`config.mk`:
```
export PLATFORM = sky130hd
export DESIGN_NAME = cache_ctrl_dm_wb
export DESIGN_NICKNAME = d
export VERILOG_FILES = /design/src/rtl/cache_pkg.sv /design/src/rtl/cache_line_array.sv /design/src/rtl/cache_ctrl_dm_wb.sv
export SDC_FILE = /design/constraint.sdc
export NUM_CORES = 1
export LEC_CHECK = 0
export BUFFER_PORTS_ARGS = -buffer_cell sky130_fd_sc_hd__buf_2
export CORE_AREA = 2 2 132 134
export DETAILED_ROUTE_END_ITERATION = 7
export DIE_AREA = 0 0 134 136
export GPL_TIMING_DRIVEN = 0
export SKIP_LAST_GASP = 1
export SYNTH_ARGS = -nofsm -noshare
export SYNTH_HDL_FRONTEND = slang
export SYNTH_SLANG_ARGS = --single-unit
```
`constraint.sdc`:
```
create_clock -name clk -period 9.37 [get_ports clk]
set_input_delay 0.4685 -clock clk [delete_from_list [all_inputs] [get_ports clk]]
set_output_delay 0.4685 -clock clk [all_outputs]
set_load 0.05 [all_outputs]
```
`src/rtl/cache_pkg.sv`:
```
// ---------------------------------------------------------------------------
// cache_pkg
// Shared definitions for the direct-mapped write-back cache controller:
//   - state_e   : controller FSM states
//   - DEF_*     : default geometry used as parameter defaults
//   - TAG_W     : tag width for the default geometry
//   - LINES     : line count for the default geometry
//   - tagWidth  : derives tag width from address and index widths
// No ports; this file only carries types and constants.
// ---------------------------------------------------------------------------
package cache_pkg;

   typedef enum logic [2:0] {
      IDLE,
      LOOKUP,
      WRITEBACK,
      FILL,
      DONE
   } state_e;

   localparam int DEF_ADDR_W  = 8;
   localparam int DEF_DATA_W  = 8;
   localparam int DEF_INDEX_W = 2;

   // The tag is whatever address bits remain above the index field.
   function automatic int tagWidth(input int addrW, input int indexW);
      return addrW - indexW;
   endfunction

   localparam int TAG_W = tagWidth(DEF_ADDR_W, DEF_INDEX_W);
   localparam int LINES = 1 << DEF_INDEX_W;

endpackage

```
`src/rtl/cache_line_array.sv`:
```
// ---------------------------------------------------------------------------
// cache_line_array
// Storage for a direct-mapped cache: one valid bit, dirty bit, tag and data
// word per line, all selected by a single line index.
// Ports:
//   clk, rst              clock and synchronous active-high reset
//   index_i               line being read and (optionally) written
//   valid_o/dirty_o       combinational flag read of the selected line
//   tag_o/data_o          combinational tag/data read of the selected line
//   wr_data_en_i/_data_i  data word write
//   wr_tag_en_i/_tag_i    tag write
//   wr_flags_en_i         writes valid_i and dirty_i together
// Reset clears only the flags; tag and data contents are left as they are.
// ---------------------------------------------------------------------------
module cache_line_array
   import cache_pkg::*;
#(
   parameter int INDEX_W  = DEF_INDEX_W,
   parameter int TAG_BITS = TAG_W,
   parameter int DATA_W   = DEF_DATA_W
)(
   input  logic                clk,
   input  logic                rst,
   input  logic [INDEX_W-1:0]  index_i,
   output logic                valid_o,
   output logic                dirty_o,
   output logic [TAG_BITS-1:0] tag_o,
   output logic [DATA_W-1:0]   data_o,
   input  logic                wr_data_en_i,
   input  logic [DATA_W-1:0]   wr_data_i,
   input  logic                wr_tag_en_i,
   input  logic [TAG_BITS-1:0] wr_tag_i,
   input  logic                wr_flags_en_i,
   input  logic                wr_valid_i,
   input  logic                wr_dirty_i
);

   localparam int NUM_LINES = 1 << INDEX_W;

   logic [NUM_LINES-1:0] valid_q;
   logic [NUM_LINES-1:0] dirty_q;
   logic [TAG_BITS-1:0]  tag_q  [NUM_LINES];
   logic [DATA_W-1:0]    data_q [NUM_LINES];

   // Flag bits: reset invalidates every line, otherwise a flag write updates
   // the selected line only.
   always_ff @(posedge clk) begin
      if (rst) begin
         valid_q <= '0;
         dirty_q <= '0;
      end else if (wr_flags_en_i) begin
         valid_q[index_i] <= wr_valid_i;
         dirty_q[index_i] <= wr_dirty_i;
      end
   end

   // Tag and data carry no reset; a cleared valid bit makes stale contents
   // unreachable.
   always_ff @(posedge clk) begin
      if (wr_tag_en_i) begin
         tag_q[index_i] <= wr_tag_i;
      end
      if (wr_data_en_i) begin
         data_q[index_i] <= wr_data_i;
      end
   end

   assign valid_o = valid_q[index_i];
   assign dirty_o = dirty_q[index_i];
   assign tag_o   = tag_q[index_i];
   assign data_o  = data_q[index_i];

endmodule

```
`src/rtl/cache_ctrl_dm_wb.sv`:
```
// ---------------------------------------------------------------------------
// cache_ctrl_dm_wb
// Direct-mapped, write-back, write-allocate cache controller, one word per
// line. The CPU side uses a start/read_op strobe and a one-cycle finish_flag
// pulse; the memory side is a req/ack port of arbitrary latency used for
// dirty-line writebacks and line fills.
// Ports:
//   clk, rst                 clock, synchronous active-high reset
//   start, read_op           request strobe and direction (1 = read)
//   in_address, in_data      request address and write data
//   out_data                 read result, held until the next read completes
//   finish_flag, hit_flag    completion pulse and hit indication
//   busy                     request in progress
//   mem_req, mem_we          memory request (held until ack) and direction
//   mem_addr, mem_wdata      memory address and writeback data
//   mem_rdata, mem_ack       fill data and one-cycle acknowledge
// All outputs come straight from registers.
// ---------------------------------------------------------------------------
module cache_ctrl_dm_wb
   import cache_pkg::*;
#(
   parameter int ADDR_W  = DEF_ADDR_W,
   parameter int DATA_W  = DEF_DATA_W,
   parameter int INDEX_W = DEF_INDEX_W
)(
   input  logic              clk,
   input  logic              rst,
   input  logic              start,
   input  logic              read_op,
   input  logic [ADDR_W-1:0] in_address,
   input  logic [DATA_W-1:0] in_data,
   output logic [DATA_W-1:0] out_data,
   output logic              finish_flag,
   output logic              hit_flag,
   output logic              busy,
   output logic              mem_req,
   output logic              mem_we,
   output logic [ADDR_W-1:0] mem_addr,
   output logic [DATA_W-1:0] mem_wdata,
   input  logic [DATA_W-1:0] mem_rdata,
   input  logic              mem_ack
);

   localparam int TAG_BITS = tagWidth(ADDR_W, INDEX_W);

   state_e              state_q;
   logic                read_op_q;
   logic [ADDR_W-1:0]   addr_q;
   logic [DATA_W-1:0]   wdata_q;
   logic [DATA_W-1:0]   out_data_q;
   logic                finish_q;
   logic                hit_q;
   logic                busy_q;
   logic                mem_req_q;
   logic                mem_we_q;
   logic [ADDR_W-1:0]   mem_addr_q;
   logic [DATA_W-1:0]   mem_wdata_q;

   logic [INDEX_W-1:0]  req_index;
   logic [TAG_BITS-1:0] req_tag;
   logic                line_valid;
   logic                line_dirty;
   logic [TAG_BITS-1:0] line_tag;
   logic [DATA_W-1:0]   line_data;
   logic                lookup_hit;
   logic                fill_done;

   logic                wr_data_en;
   logic [DATA_W-1:0]   wr_data;
   logic                wr_tag_en;
   logic                wr_flags_en;
   logic                wr_valid;
   logic                wr_dirty;

   assign req_index  = addr_q[INDEX_W-1:0];
   assign req_tag    = addr_q[ADDR_W-1:INDEX_W];
   assign lookup_hit = line_valid && (line_tag == req_tag);
   // An ack only counts while our own request is actually outstanding.
   assign fill_done  = (state_q == FILL) && mem_req_q && mem_ack;

   cache_line_array #(
      .INDEX_W  (INDEX_W),
      .TAG_BITS (TAG_BITS),
      .DATA_W   (DATA_W)
   ) u_lines (
      .clk           (clk),
      .rst           (rst),
      .index_i       (req_index),
      .valid_o       (line_valid),
      .dirty_o       (line_dirty),
      .tag_o         (line_tag),
      .data_o        (line_data),
      .wr_data_en_i  (wr_data_en),
      .wr_data_i     (wr_data),
      .wr_tag_en_i   (wr_tag_en),
      .wr_tag_i      (req_tag),
      .wr_flags_en_i (wr_flags_en),
      .wr_valid_i    (wr_valid),
      .wr_dirty_i    (wr_dirty)
   );

   // Line updates happen in two places: a write hit during LOOKUP, and the
   // acknowledged fill. A write miss allocates the line and then overlays
   // the CPU's word, so the fill completes with the line already dirty.
   always_comb begin
      wr_data_en  = 1'b0;
      wr_data     = wdata_q;
      wr_tag_en   = 1'b0;
      wr_flags_en = 1'b0;
      wr_valid    = 1'b1;
      wr_dirty    = 1'b1;
      if (state_q == LOOKUP && lookup_hit && !read_op_q) begin
         wr_data_en  = 1'b1;
         wr_flags_en = 1'b1;
      end else if (fill_done) begin
         wr_data_en  = 1'b1;
         wr_tag_en   = 1'b1;
         wr_flags_en = 1'b1;
         wr_data     = read_op_q ? mem_rdata : wdata_q;
         wr_dirty    = !read_op_q;
      end
   end

   // Controller FSM with registered outputs. finish_flag is raised on the
   // edge that leaves DONE, so it is high in the first IDLE cycle, which is
   // also the cycle in which the next start can be accepted. Between a
   // writeback and the following fill, mem_req spends one cycle low in FILL
   // before being re-raised, so two transactions never merge.
   always_ff @(posedge clk) begin
      if (rst) begin
         state_q     <= IDLE;
         read_op_q   <= 1'b0;
         addr_q      <= '0;
         wdata_q     <= '0;
         out_data_q  <= '0;
         finish_q    <= 1'b0;
         hit_q       <= 1'b0;
         busy_q      <= 1'b0;
         mem_req_q   <= 1'b0;
         mem_we_q    <= 1'b0;
         mem_addr_q  <= '0;
         mem_wdata_q <= '0;
      end else begin
         finish_q <= 1'b0;
         case (state_q)
            IDLE: begin
               if (start) begin
                  read_op_q <= read_op;
                  addr_q    <= in_address;
                  wdata_q   <= in_data;
                  busy_q    <= 1'b1;
                  state_q   <= LOOKUP;
               end
            end
            LOOKUP: begin
               if (lookup_hit) begin
                  hit_q <= 1'b1;
                  if (read_op_q) begin
                     out_data_q <= line_data;
                  end
                  state_q <= DONE;
               end else if (line_valid && line_dirty) begin
                  hit_q       <= 1'b0;
                  mem_req_q   <= 1'b1;
                  mem_we_q    <= 1'b1;
                  mem_addr_q  <= {line_tag, req_index};
                  mem_wdata_q <= line_data;
                  state_q     <= WRITEBACK;
               end else begin
                  hit_q      <= 1'b0;
                  mem_req_q  <= 1'b1;
                  mem_we_q   <= 1'b0;
                  mem_addr_q <= addr_q;
                  state_q    <= FILL;
               end
            end
            WRITEBACK: begin
               if (mem_req_q && mem_ack) begin
                  mem_req_q <= 1'b0;
                  state_q   <= FILL;
               end
            end
            FILL: begin
               if (!mem_req_q) begin
                  mem_req_q  <= 1'b1;
                  mem_we_q   <= 1'b0;
                  mem_addr_q <= addr_q;
               end else if (mem_ack) begin
                  mem_req_q <= 1'b0;
                  if (read_op_q) begin
                     out_data_q <= mem_rdata;
                  end
                  state_q <= DONE;
               end
            end
            DONE: begin
               finish_q <= 1'b1;
               busy_q   <= 1'b0;
               state_q  <= IDLE;
            end
            default: begin
               state_q <= IDLE;
            end
         endcase
      end
   end

   assign out_data    = out_data_q;
   assign finish_flag = finish_q;
   assign hit_flag    = hit_q;
   assign busy        = busy_q;
   assign mem_req     = mem_req_q;
   assign mem_we      = mem_we_q;
   assign mem_addr    = mem_addr_q;
   assign mem_wdata   = mem_wdata_q;

endmodule
```
======== Yosys cells after proc, flatten, opt, wreduce, memory -nomap -nowiden ========
Memories as Yosys holds them, arrays and structs flattened. A register that Yosys moved wholly into a read port is not among the register bits.
Cells that the tools add are included.
cells by class
  $lt $le $gt $ge ......................... 2
  equality and inequality tests ........... 14
  mux-type cells .......................... 53
  bitwise operators ....................... 2
  reduce and logical (&&, ||, !) cells .... 20
operators with widths
  cell                                                                          number
  8-bit 2-to-1 mux                                                              11
  8-bit case mux with 2 select lines                                            2
  1-bit 2-to-1 mux                                                              23
  2-bit inequality test, second input constant                                  9
  3-bit 2-to-1 mux                                                              5
  3-bit case mux with 4 select lines                                            1
  3-bit AND reduction                                                           3
  1-bit logical AND                                                             8
  2-bit 2-to-1 mux                                                              4
  3-bit by 2-bit equality test with 1-bit output, second input constant         2
  6-bit equality test                                                           1
  6-bit AND reduction                                                           1
  1-bit binary-select mux with 2-bit select                                     2
  4-bit bitwise mux                                                             1
  4-bit bitwise OR                                                              1
  1-bit case mux with 2 select lines                                            2
  2-bit AND reduction                                                           2
  4-bit AND reduction                                                           1
  2-bit nonzero test                                                            2
  3-bit by 1-bit equality test with 1-bit output, second input constant         1
  3-bit equality test, second input constant                                    1
  3-bit logical NOT                                                             1
  2-bit by 3-bit less-than comparator with 1-bit output, second input constant  1
  1-bit case mux with 3 select lines                                            1
  other kinds (5)                                                               5
storage, ports and cells
  register bits ........................... 57
  RAM bits ................................ 56
  logic and storage cells ................. 107
  memories ................................ 2
memory list
  memory          depth  width  read ports  clocked after memory_dff  wr ports  RTL line                source
  u_lines.data_q  4      8      1           1                         1         cache_line_array.sv:43  logic [DATA_W-1:0] data_q [NUM_LINES];
  u_lines.tag_q   4      6      1           1                         1         cache_line_array.sv:42  logic [TAG_BITS-1:0] tag_q [NUM_LINES];

======== Logic depth before layout (Yosys ltp) ========
  depth in word-level cells ............... 8
  gate-level depth with buffers ........... 9
  depth with buffers taken out ............ 5

======== Hierarchy ========
Synthesis repeated with hierarchy kept, for this count alone.
unflattened totals
  cell total of the unflattened synthesis .. 358
  area, all modules ....................... 4,812.1 um^2
modules (own cells, without submodules)
  module            times used  cells each  area each (um^2)
  cache_line_array  1           116         2,518.7
  cache_ctrl_dm_wb  1           242         2,293.4

======== Worst setup path after synthesis ========
No wires, ideal clock.
  kind .................................... reg2reg
  start ................................... register (tool-made name)
  end ..................................... memory u_lines.data_q[1][0] (netlist name), enable pin
  setup time .............................. 0.375 ns
  arrival ................................. 2.888 ns
  data required time ...................... 8.995 ns
  setup slack ............................. 6.107 ns
  stages on the path, launching flop included .. 9
  clock period less this slack ............ 3.263 ns
  path through ............................ dfxtp_1 -> buf_6 -> mux4_2 -> xor2_1 -> or4_4 -> buf_6 -> or4_4 -> buf_6 -> a21oi_1
RTL lines
  item       RTL line
  to (decl)  cache_line_array.sv:43

==> results by group <==
Critical path
  – Delay-heaviest family, CP: simple AND/OR/NAND/NOR gates
  – Crit path launch type: register
  – Critical Path Fanout Max: 10
  – CP Buf/Inv Count: 4
  – Crit end category: register
  – RR Endpoint: u_lines.data_q[1][7]$_DFFE_PP_
  – CP cell instances: buf_2, buf_2, mux4_2, xor2_1, or4_4, buf_6, or4_4, buf_6, a21oi_1
  – Crit path kind: register to register
  – R2r setup slk: 5.64 ns
  – Worst path slowest cell: a21oi_1
  – Required time of the critical path: 9.40 ns
  – R2r worst-path depth: 9
  – CP Data Arrival Time: 3.76 ns
  – Max incr delay on CP: 0.76 ns

Placed design
  – GP Congestion: 0.7735
  – Port bufs: 56
  – Post-Place Cells: 696
  – DP HPWL: 8449 um

Drt
  – WL final: 11,630 um
  – 1st-iter DRT viols: 249
  – Routed wl met3: 676 um
  – DRC Markers: 0
  – Vias per cell: 4.640
  – Met2 WL: 5661 um
  – Antenna viol nets, final: 0
  – Initial DRT Pass Iterations: 5
  – Vias: 3,378
  – Wire per inst: 15.97 um
  – Highest metal used: met4
  – Metal-1 WL: 5146 um

Synth
  – Synth area leader: edfxtp_1
  – Sequential-to-total area share from yosys stat: 58.16%
  – Post-synth net total: 444
  – Top post-synthesis cells by count: dfxtp_1, edfxtp_1, nand2_1, a21oi_1, nor2_1
  – Top cells by area, synth: edfxtp_1, dfxtp_1, mux4_2, mux2_2, nand2_1
  – Syn Inst Count: 415
  – EDFF count, synth: 56
  – Top-count cell post-synth: dfxtp_1
  – Area share of the largest cell type after synthesis: 34.16%
  – Async S/R FF share, synth: 0%
  – Most used DFF post-synth: dfxtp_1
  – Distinct cell type count after synthesis: 38
  – Post-Syn Area: 4922 um2
  – Synth Register Bits: 115
  – Synth warn: 0
  – Synthesized area per cell: 11.86 um2

Finish
  – N_diodes: 0
  – Total Nets Final: 519
  – Final non-filler cell total: 728
  – Syn-to-layout area delta: 23.08%
  – Share of cells above drive strength 1: 28.03%

Global route
  – Tot GR Track Use: 13.56%
  – Initial antenna violation count: 0
  – Vias in the first global route: 3,395
  – Largest net degree at the start of global routing: 17
  – Global-route wire length before repair: 18,590 um
  – GR Overflow Total: 0

Job
  – Max-cap viol count: 0

CTS
  – Clk slew on worst S/H paths: 0.06 ns
  – Clk_lat worst skew: 0.41 ns
  – CTS hold repair buffers: 0
  – Clock root buffer master: clkbuf_16
  – Post-CTS setup buffers: 0
  – Number of clock sinks: 115
  – H-Tree Depth: 4
  – CTS tree: done
  – Post_cts resized: 0
  – Worst-case clock buffer depth: 2
  – Cts bufs inserted: 17

Status
  – Run status: complete, no violations

Floorplan
  – Chip height: 136 um
  – Die width: 134 um
  – Core Rows: 48
  – IO Pins: 58
  – Core region area: 16,880 um2
  – Initial Utilization: 29.17%
  – Die area: 18,220 um2

Timing
  – Final period util: 39.82%
  – RSZ-0062 raised after global routing: no
  – Final Skew: 0.01035 ns
  – Actual slew at the worst max-slew pin: 1.048 ns
  – Slew Limit Fails: 0
  – Setup TNS: 0 ns
  – Final setup violation count: 0
  – Max Freq: 268.0 MHz
  – Post-layout min period: 3.731 ns
  – Fin. Hold Viols: 0
  – Worst slew margin: 29.61%

Hold path
  – Worst hold endpoint: addr_q[2]$_SDFFE_PP0P_
  – Hold Path Stages: 3
  – Hold Path Class: input pin to register
  – HP Start: in_address[2]

Pwr
  – Power Dens Cells: 213.6 nW/um2
  – VDD IR max: 0.00009758 V
  – Leakage: 0.002297 uW
through the flow:
| stage | area (um2) | total power (uW) | util, % | hold slack (ns) | worst slack (ns) |
|---|---|---|---|---|---|
| 2_1_floorplan | 4922 | 646.6 | - | 0.4338 | 6.107 |
| 3_3_place_gp | 5484 | 681.4 | 32.50 | 0.4420 | 5.645 |
| 3_5_place_dp | 5484 | 685.6 | 32.50 | 0.4460 | 5.566 |
| 4_1_cts | 6058 | 1303 | 35.90 | 0.2881 | 5.553 |
| 5_1_grt | 6058 | 1338 | 35.90 | 0.2960 | 5.437 |
| 6_report | 6058 | 1294 | 35.90 | 0.2949 | 5.639 |
placed cells by master (no fill, tap or decap), types with 3 or more instances in the layout:
cell type,Yosys,layout
buf_2,5,61
dfxtp_1,59,59
edfxtp_1,56,56
nand2_1,52,52
a21oi_1,36,36
nor2_1,30,30
nand2b_1,26,26
mux2_2,24,24
clkbuf_1,20,20
nor2b_1,17,17
clkbuf_16,0,17
mux4_2,16,16
mux2i_1,16,16
nand3_1,11,11
o21ai_0,6,6
inv_6,0,6
xor2_1,5,5
clkinvlp_4,0,5
buf_6,3,3
a31oi_1,3,3
a211oi_1,3,3
kinds of logic after synthesis:
kind of cell | count (synthesis) | share of synthesized area (%)
AND/OR/NAND/NOR | 150 | 14.90
flip-flops | 115 | 58.16
AO/OA/AOI/OAI | 57 | 6.965
multiplexers | 56 | 16.07
buffers and inverters | 32 | 3.025
XOR/XNOR | 5 | 0.8896
final cells by class:
class,instances,area [um2]
Fill cell,1669,10820
Clock buffer,17,425.4
Tap cell,225,281.5
Clock inverter,15,148.9
Timing Repair Buffer,56,280.3
Multi-Input combinational cell,268,1911
Inverter,2,7.507
Buffer,30,141.4
Sequential cell,115,2863
how the worst max path moves through the flow:
stage	endpoint	start	depth (start not counted)	slack, ns
after global placement	u_lines.data_q[1][1]$_DFFE_PP_	register	9	5.64
after global routing	u_lines.data_q[3][5]$_DFFE_PP_	register	9	5.44
after floorplan	u_lines.data_q[1][0]$_DFFE_PP_	register	8	6.11
final	u_lines.data_q[1][7]$_DFFE_PP_	register	9	5.64
after detailed placement	u_lines.data_q[3][1]$_DFFE_PP_	register	9	5.57
after CTS	u_lines.data_q[3][6]$_DFFE_PP_	register	9	5.55
state kept, by name (all words and copies together) (netlist names), 3 cells and up, named ones only:
register	flops
state_q	3
mem_wdata	8
u_lines.valid_q	4
u_lines.dirty_q	4
addr_q	8
wdata_q	8
mem_addr	8
out_data	8
u_lines.tag_q	24
u_lines.data_q	32
metal layers:
layer	global-route usage [%]	up-vias
met5	0	-
met4	5.615	0
met3	3.878	11
met2	22.14	93
met1	16.91	1643
li1	-	1631
power breakdown:
part | internal [uW] | switching [uW] | total, uW
combinational | 45.8 | 76.2 | 122
clock | 371 | 249 | 620
sequential | 541 | 11.2 | 552
worst register-to-register path: stages (launching register included):
cell and delay (ns):
dfxtp_1 0.31, buf_2 0.20, buf_2 0.31, mux4_2 0.37, xor2_1 0.16, or4_4 0.42
buf_6 0.16, or4_4 0.51, buf_6 0.15, a21oi_1 0.76
No activity file was read; power rests on OpenSTA's default activity.
